**src/rtl/falcon_modadd_arb.sv**
```systemverilog
// falcon_modadd_arb: round-robin shared Falcon (q=12289) modular adder, two-stage pipeline, id-tagged results
module falcon_modadd (
  input  logic [13:0] a,
  input  logic [13:0] b,
  output logic [13:0] c
);
  logic [14:0] s;
  assign s = {1'b0, a} + {1'b0, b};
  assign c = s >= 15'd12289 ? 14'(s - 15'd12289) : s[13:0];
endmodule

module falcon_modadd_arb #(
  parameter int NREQ = 4,
  parameter int IDW  = 2
) (
  input  logic                 clk,
  input  logic                 rst,
  input  logic [NREQ-1:0]      req_valid,
  output logic [NREQ-1:0]      req_ready,
  input  logic [14*NREQ-1:0]   req_a,
  input  logic [14*NREQ-1:0]   req_b,
  output logic                 out_valid,
  input  logic                 out_ready,
  output logic [13:0]          out_c,
  output logic [IDW-1:0]       out_id
);
  logic [IDW-1:0] ptr, gid, s1_id, s2_id;
  logic           any, acc, adv1, adv2, s1_valid, s2_valid;
  logic [13:0]    s1_a, s1_b, s2_c, sum_c;
  assign adv2 = !s2_valid || out_ready;
  assign adv1 = !s1_valid || adv2;
  // scan from farthest to nearest so the requester closest after ptr wins
  always_comb begin
    any = 1'b0;
    gid = '0;
    for (int k = NREQ; k >= 1; k--) begin
      if (req_valid[IDW'((int'(ptr) + k) % NREQ)]) begin
        any = 1'b1;
        gid = IDW'((int'(ptr) + k) % NREQ);
      end
    end
  end
  assign acc       = adv1 && any && !rst;
  assign req_ready = acc ? NREQ'(1) << gid : '0;
  falcon_modadd u_add (.a(s1_a), .b(s1_b), .c(sum_c));
  always_ff @(posedge clk or posedge rst) begin
    if (rst) begin
      ptr      <= IDW'(NREQ - 1);
      s1_valid <= 1'b0;
      s1_a     <= '0;
      s1_b     <= '0;
      s1_id    <= '0;
      s2_valid <= 1'b0;
      s2_c     <= '0;
      s2_id    <= '0;
    end else begin
      if (adv1) s1_valid <= acc;
      if (acc) begin
        s1_a  <= req_a[14*gid +: 14];
        s1_b  <= req_b[14*gid +: 14];
        s1_id <= gid;
        ptr   <= gid;
      end
      if (adv2) begin
        s2_valid <= s1_valid;
        s2_c     <= sum_c;
        s2_id    <= s1_id;
      end
    end
  end
  assign out_valid = s2_valid;
  assign out_c     = s2_c;
  assign out_id    = s2_id;
endmodule

```
**config.mk**
```make
export PLATFORM = sky130hd
export DESIGN_NAME = falcon_modadd_arb
export DESIGN_NICKNAME = d
export VERILOG_FILES = /design/src/rtl/falcon_modadd_arb.sv
export SDC_FILE = /design/constraint.sdc
export NUM_CORES = 1
export LEC_CHECK = 0
export CAP_MARGIN = 10
export CORE_MARGIN = 8
export CORE_UTILIZATION = 46
export DETAILED_ROUTE_END_ITERATION = 16
export GPL_TIMING_DRIVEN = 0
export PLACE_DENSITY_LB_ADDON = 0.12
export SLEW_MARGIN = 15
export SYNTH_ARGS = -nofsm -noshare
export SYNTH_HDL_FRONTEND = slang
export SYNTH_SLANG_ARGS = --single-unit
```
**constraint.sdc**
```tcl
create_clock -name clk -period 4.65 [get_ports clk]
set_input_delay 0.465 -clock clk [delete_from_list [all_inputs] [get_ports clk]]
set_output_delay 0.465 -clock clk [all_outputs]
set_load 0.02 [all_outputs]
```
==> metrics.md <==
| Metric | Value |
|---|---|
| First drt pass iteration count | 5 |
| Final Hold Vio Count | 0 |
| Post-cts sizing count | 0 |
| Crit Path Category | reg2reg |
| Critical Path Sink Type | register |
| Total grt overflow | 0 |
| H-tree levels | 2 |
| Hold crit path type | reg2reg |
| Global-route wire length before repair | roughly 21,000 µm |
| Initial antenna violation count | 0 |
| Average instance area after synthesis | around 7.0 µm² |
| Critical path startpoint category | register |
| Async S/R FF share, synth | 100.0% |
| DR WL/cell | roughly 15 µm |
| Die Footprint | about 12,000 µm² |
| Ys flop type | dfrtp_1 |
| Ant. Diodes | 0 |
| Detail Placement HPWL | 10,760 µm |
| Synth Cell Area | ~4000 µm² |
| CTS sink cnt | 50 |
| Required @ worst endpoint | between 4000 and 5000 ps |
| Total GRT Usage | 21.38% |
| Largest family of logic cells by synthesized area | simple AND/OR/NAND/NOR gates |
| Period utilization | a little over four fifths |
| Compound-Gate Fraction of Synth Area | roughly 22% |
| XOR/XNOR share of the synthesized area | under 10% |
| Non-filler cells in the finished layout | 830 |
| Slew @ Worst Pin | approximately 790 ps |
| Number of DRC markers in iteration 0 | 200 |
| Placed insts | 822 |
| Nets | ~860 |
| Antenna-violating nets left | 0 |
| WHS | about 460 ps |
| Pwr Density | between 500 and 600 nW/µm² |
| Max Fclk | approximately 250 MHz |
| DIE WIDTH | approximately 110 µm |
| Clock buffer count from CTS | 5 |
| VDD IR max | ~0.22 mV |
| Total Power | about 0.003 W |
| Number of flops mapped to enable cells by yosys | 0 |
| Largest net degree at the start of global routing | 30 |
| Starting Density | 46.68% |
| Number of global-route vias before repair | ~4.5k |
| Relative slew slack | a little under half |
| Skew final | 7.413 ps |
| Post-synthesis sequential area ratio | between 30% and 40% |
| Site row count | 34 |
| Fin crit period | between 3000 and 4000 ps |
| Hold-fix buffers at CTS | 0 |
| Clock transition at path regs | ~90 ps |
| Synth Area in Adders | roughly 5.5% |
| Post-CTS Setup Bufs | 0 |
| Syn_nets | 710 |
| CTS Buffer Depth | 2 |
| Placeable Area | between 8000 and 9000 µm² |
| Die H | between 100 and 150 µm |
| Leak pwr | 2.432 nW |
| CP Data Arrival Time | a little over 4000 ps |
| Final setup TNS | 0 ps |
| Netlist cell types | between 50 and 60 |
| Drt total wl | 12,640 µm |
| # IOs | 140 |
| Multiplexer area fraction after synthesis | under 10% |
| Vias per cell | 5.410 |
| Root buffer cell | clkbuf_8 |
| Flops & latches, synth | 50 |
| Gate Count Post-Synth | 574 |
| DRC Markers | 0 |
| RSZ-0062 raised after global routing | no |
| Clk_lat worst skew | between 300 and 400 ps |
| Slew Limit Fails | 0 |
| Simple-Gate Fraction of Synth Area | ~33% |
| Setup violators final | 0 |
| CTS tree | built |
| Vias | 4,490 |
| Layout area overhead | 41.38% |
| Outcome | completed |
| Syn. warnings | 0 |
| Final GP Congestion | 0.8753 |
| Buffers on Ports | approximately 140 |
| Max_cap viols | 0 |
| Crit path max fanout | 8 |
| Share of cells above drive strength 1 | under 10% |
[through the flow]
step	utilization [%]	cell area, µm²	worst slack [ps]
after CTS	65.99	5643	791.5
after global placement	64.53	5518	872.6
final	65.99	5643	717.1
after floorplan	-	3991	1333
after detailed placement	64.76	5538	797.6
after global routing	65.99	5643	517.2
[cell usage after synthesis, types with 2 or more instances]
cell type | n | share of area, %
o21ai_0 | 66 | 8.3
nand2b_1 | 6 | 0.94
a31oi_1 | 12 | 1.9
or4_1 | 4 | 0.75
nor4_1 | 2 | 0.31
nor3_1 | 9 | 1.1
nand3_1 | 39 | 4.9
and3_1 | 4 | 0.63
buf_6 | 2 | 0.56
xor2_1 | 5 | 1.1
ha_1 | 16 | 5.0
nor2_1 | 24 | 2.3
and2_1 | 2 | 0.31
a21oi_1 | 20 | 2.5
nand2_1 | 189 | 18
buf_1 | 4 | 0.38
or3_1 | 3 | 0.47
xnor2_1 | 4 | 0.88
nor3b_1 | 2 | 0.38
dfrtp_1 | 48 | 30
a31o_1 | 7 | 1.5
mux2i_1 | 2 | 0.50
clkbuf_1 | 29 | 2.7
nand4_1 | 8 | 1.3
o211ai_1 | 7 | 1.3
dfstp_2 | 2 | 1.3
o31ai_1 | 4 | 0.75
mux2_2 | 2 | 0.56
o21ai_1 | 2 | 0.25
inv_1 | 12 | 1.1
nor2b_1 | 2 | 0.31
o21a_1 | 2 | 0.38
a311oi_1 | 2 | 0.44
or2_2 | 2 | 0.31
a21o_1 | 8 | 1.5
[worst paths after layout]
kind	to	slack [ps]	start	cells past startpoint
setup / recovery	out_c[8]	720	s1_b[0]	11
hold / removal	out_valid	460	s1_valid	1
setup reg to reg	out_c[8]	720	s1_b[0]	11
hold reg to reg	out_valid	460	s1_valid	1
max in group asynchronous	ptr[0]	3530	rst	3
min in group asynchronous	s1_id[0]	550	rst	2
[flip-flops by register name, summed over array words and instances, names as in the netlist]
signal / flops
out_id: 2
s1_id: 2
ptr: 2
s1_b: 14
out_valid: 1
s1_a: 14
s1_valid: 1
out_c: 14
[cell type report]
class                      count  area (µm²)
fill                         774        2908
multi-input combinational    475        2536
timing repair buffer         140        1411
sequential                    50        1254
buffer                        37       156.4
tap                          108       135.1
clock buffer                   7       96.34
inverter                      12       45.04
clock inverter                 1       8.758
[layer usage]
layer	GRT usage (%)	up-vias	wire length, µm
met5	0	-	0
met4	4.790	0	171
met3	6.856	14	994
met2	37.09	150	6204
met1	25.07	2038	5270
li1	-	2288	-
[cells by family after synthesis]
kind of cell / count (synthesis)
buf+inv: 49
compound gates: 143
fa+ha+maj: 17
flops: 50
simple gates: 302
mux: 4
xor+xnor: 9
[worst max-delay path, stage by stage (launching register included)]
cell and delay (ps):
dfrtp_1 390, ha_1 210, inv_1 70, fa_1 390, nand2b_1 200, a21o_1 210, a21o_1 270, a222oi_1 700
nand4_1 250, nor4_2 640, nor3_1 100, or3b_1 390
[placed cells by master (no fill, tap or decap), types with 3 or more instances in the layout]
cell,instances
a21o_1,8
a21oi_1,20
a31o_1,7
a31oi_1,12
and3_1,4
buf_1,4
clkbuf_1,29
clkbuf_8,7
clkdlybuf4s50_1,139
dfrtp_1,48
ha_1,16
inv_1,11
nand2_1,189
nand2b_1,6
nand3_1,39
nand4_1,8
nor2_1,24
nor3_1,9
o211ai_1,7
o21ai_0,66
o31ai_1,4
or3_1,3
or4_1,4
xnor2_1,4
xor2_1,5
[where the power goes]
group          leakage (nW)  internal [W]  switching [W]
Sequential            0.593      0.000596      0.0000976
Combinational          1.78      0.000844        0.00115
Clock                0.0544      0.000137       0.000147
(Power assumes the default switching activity.)
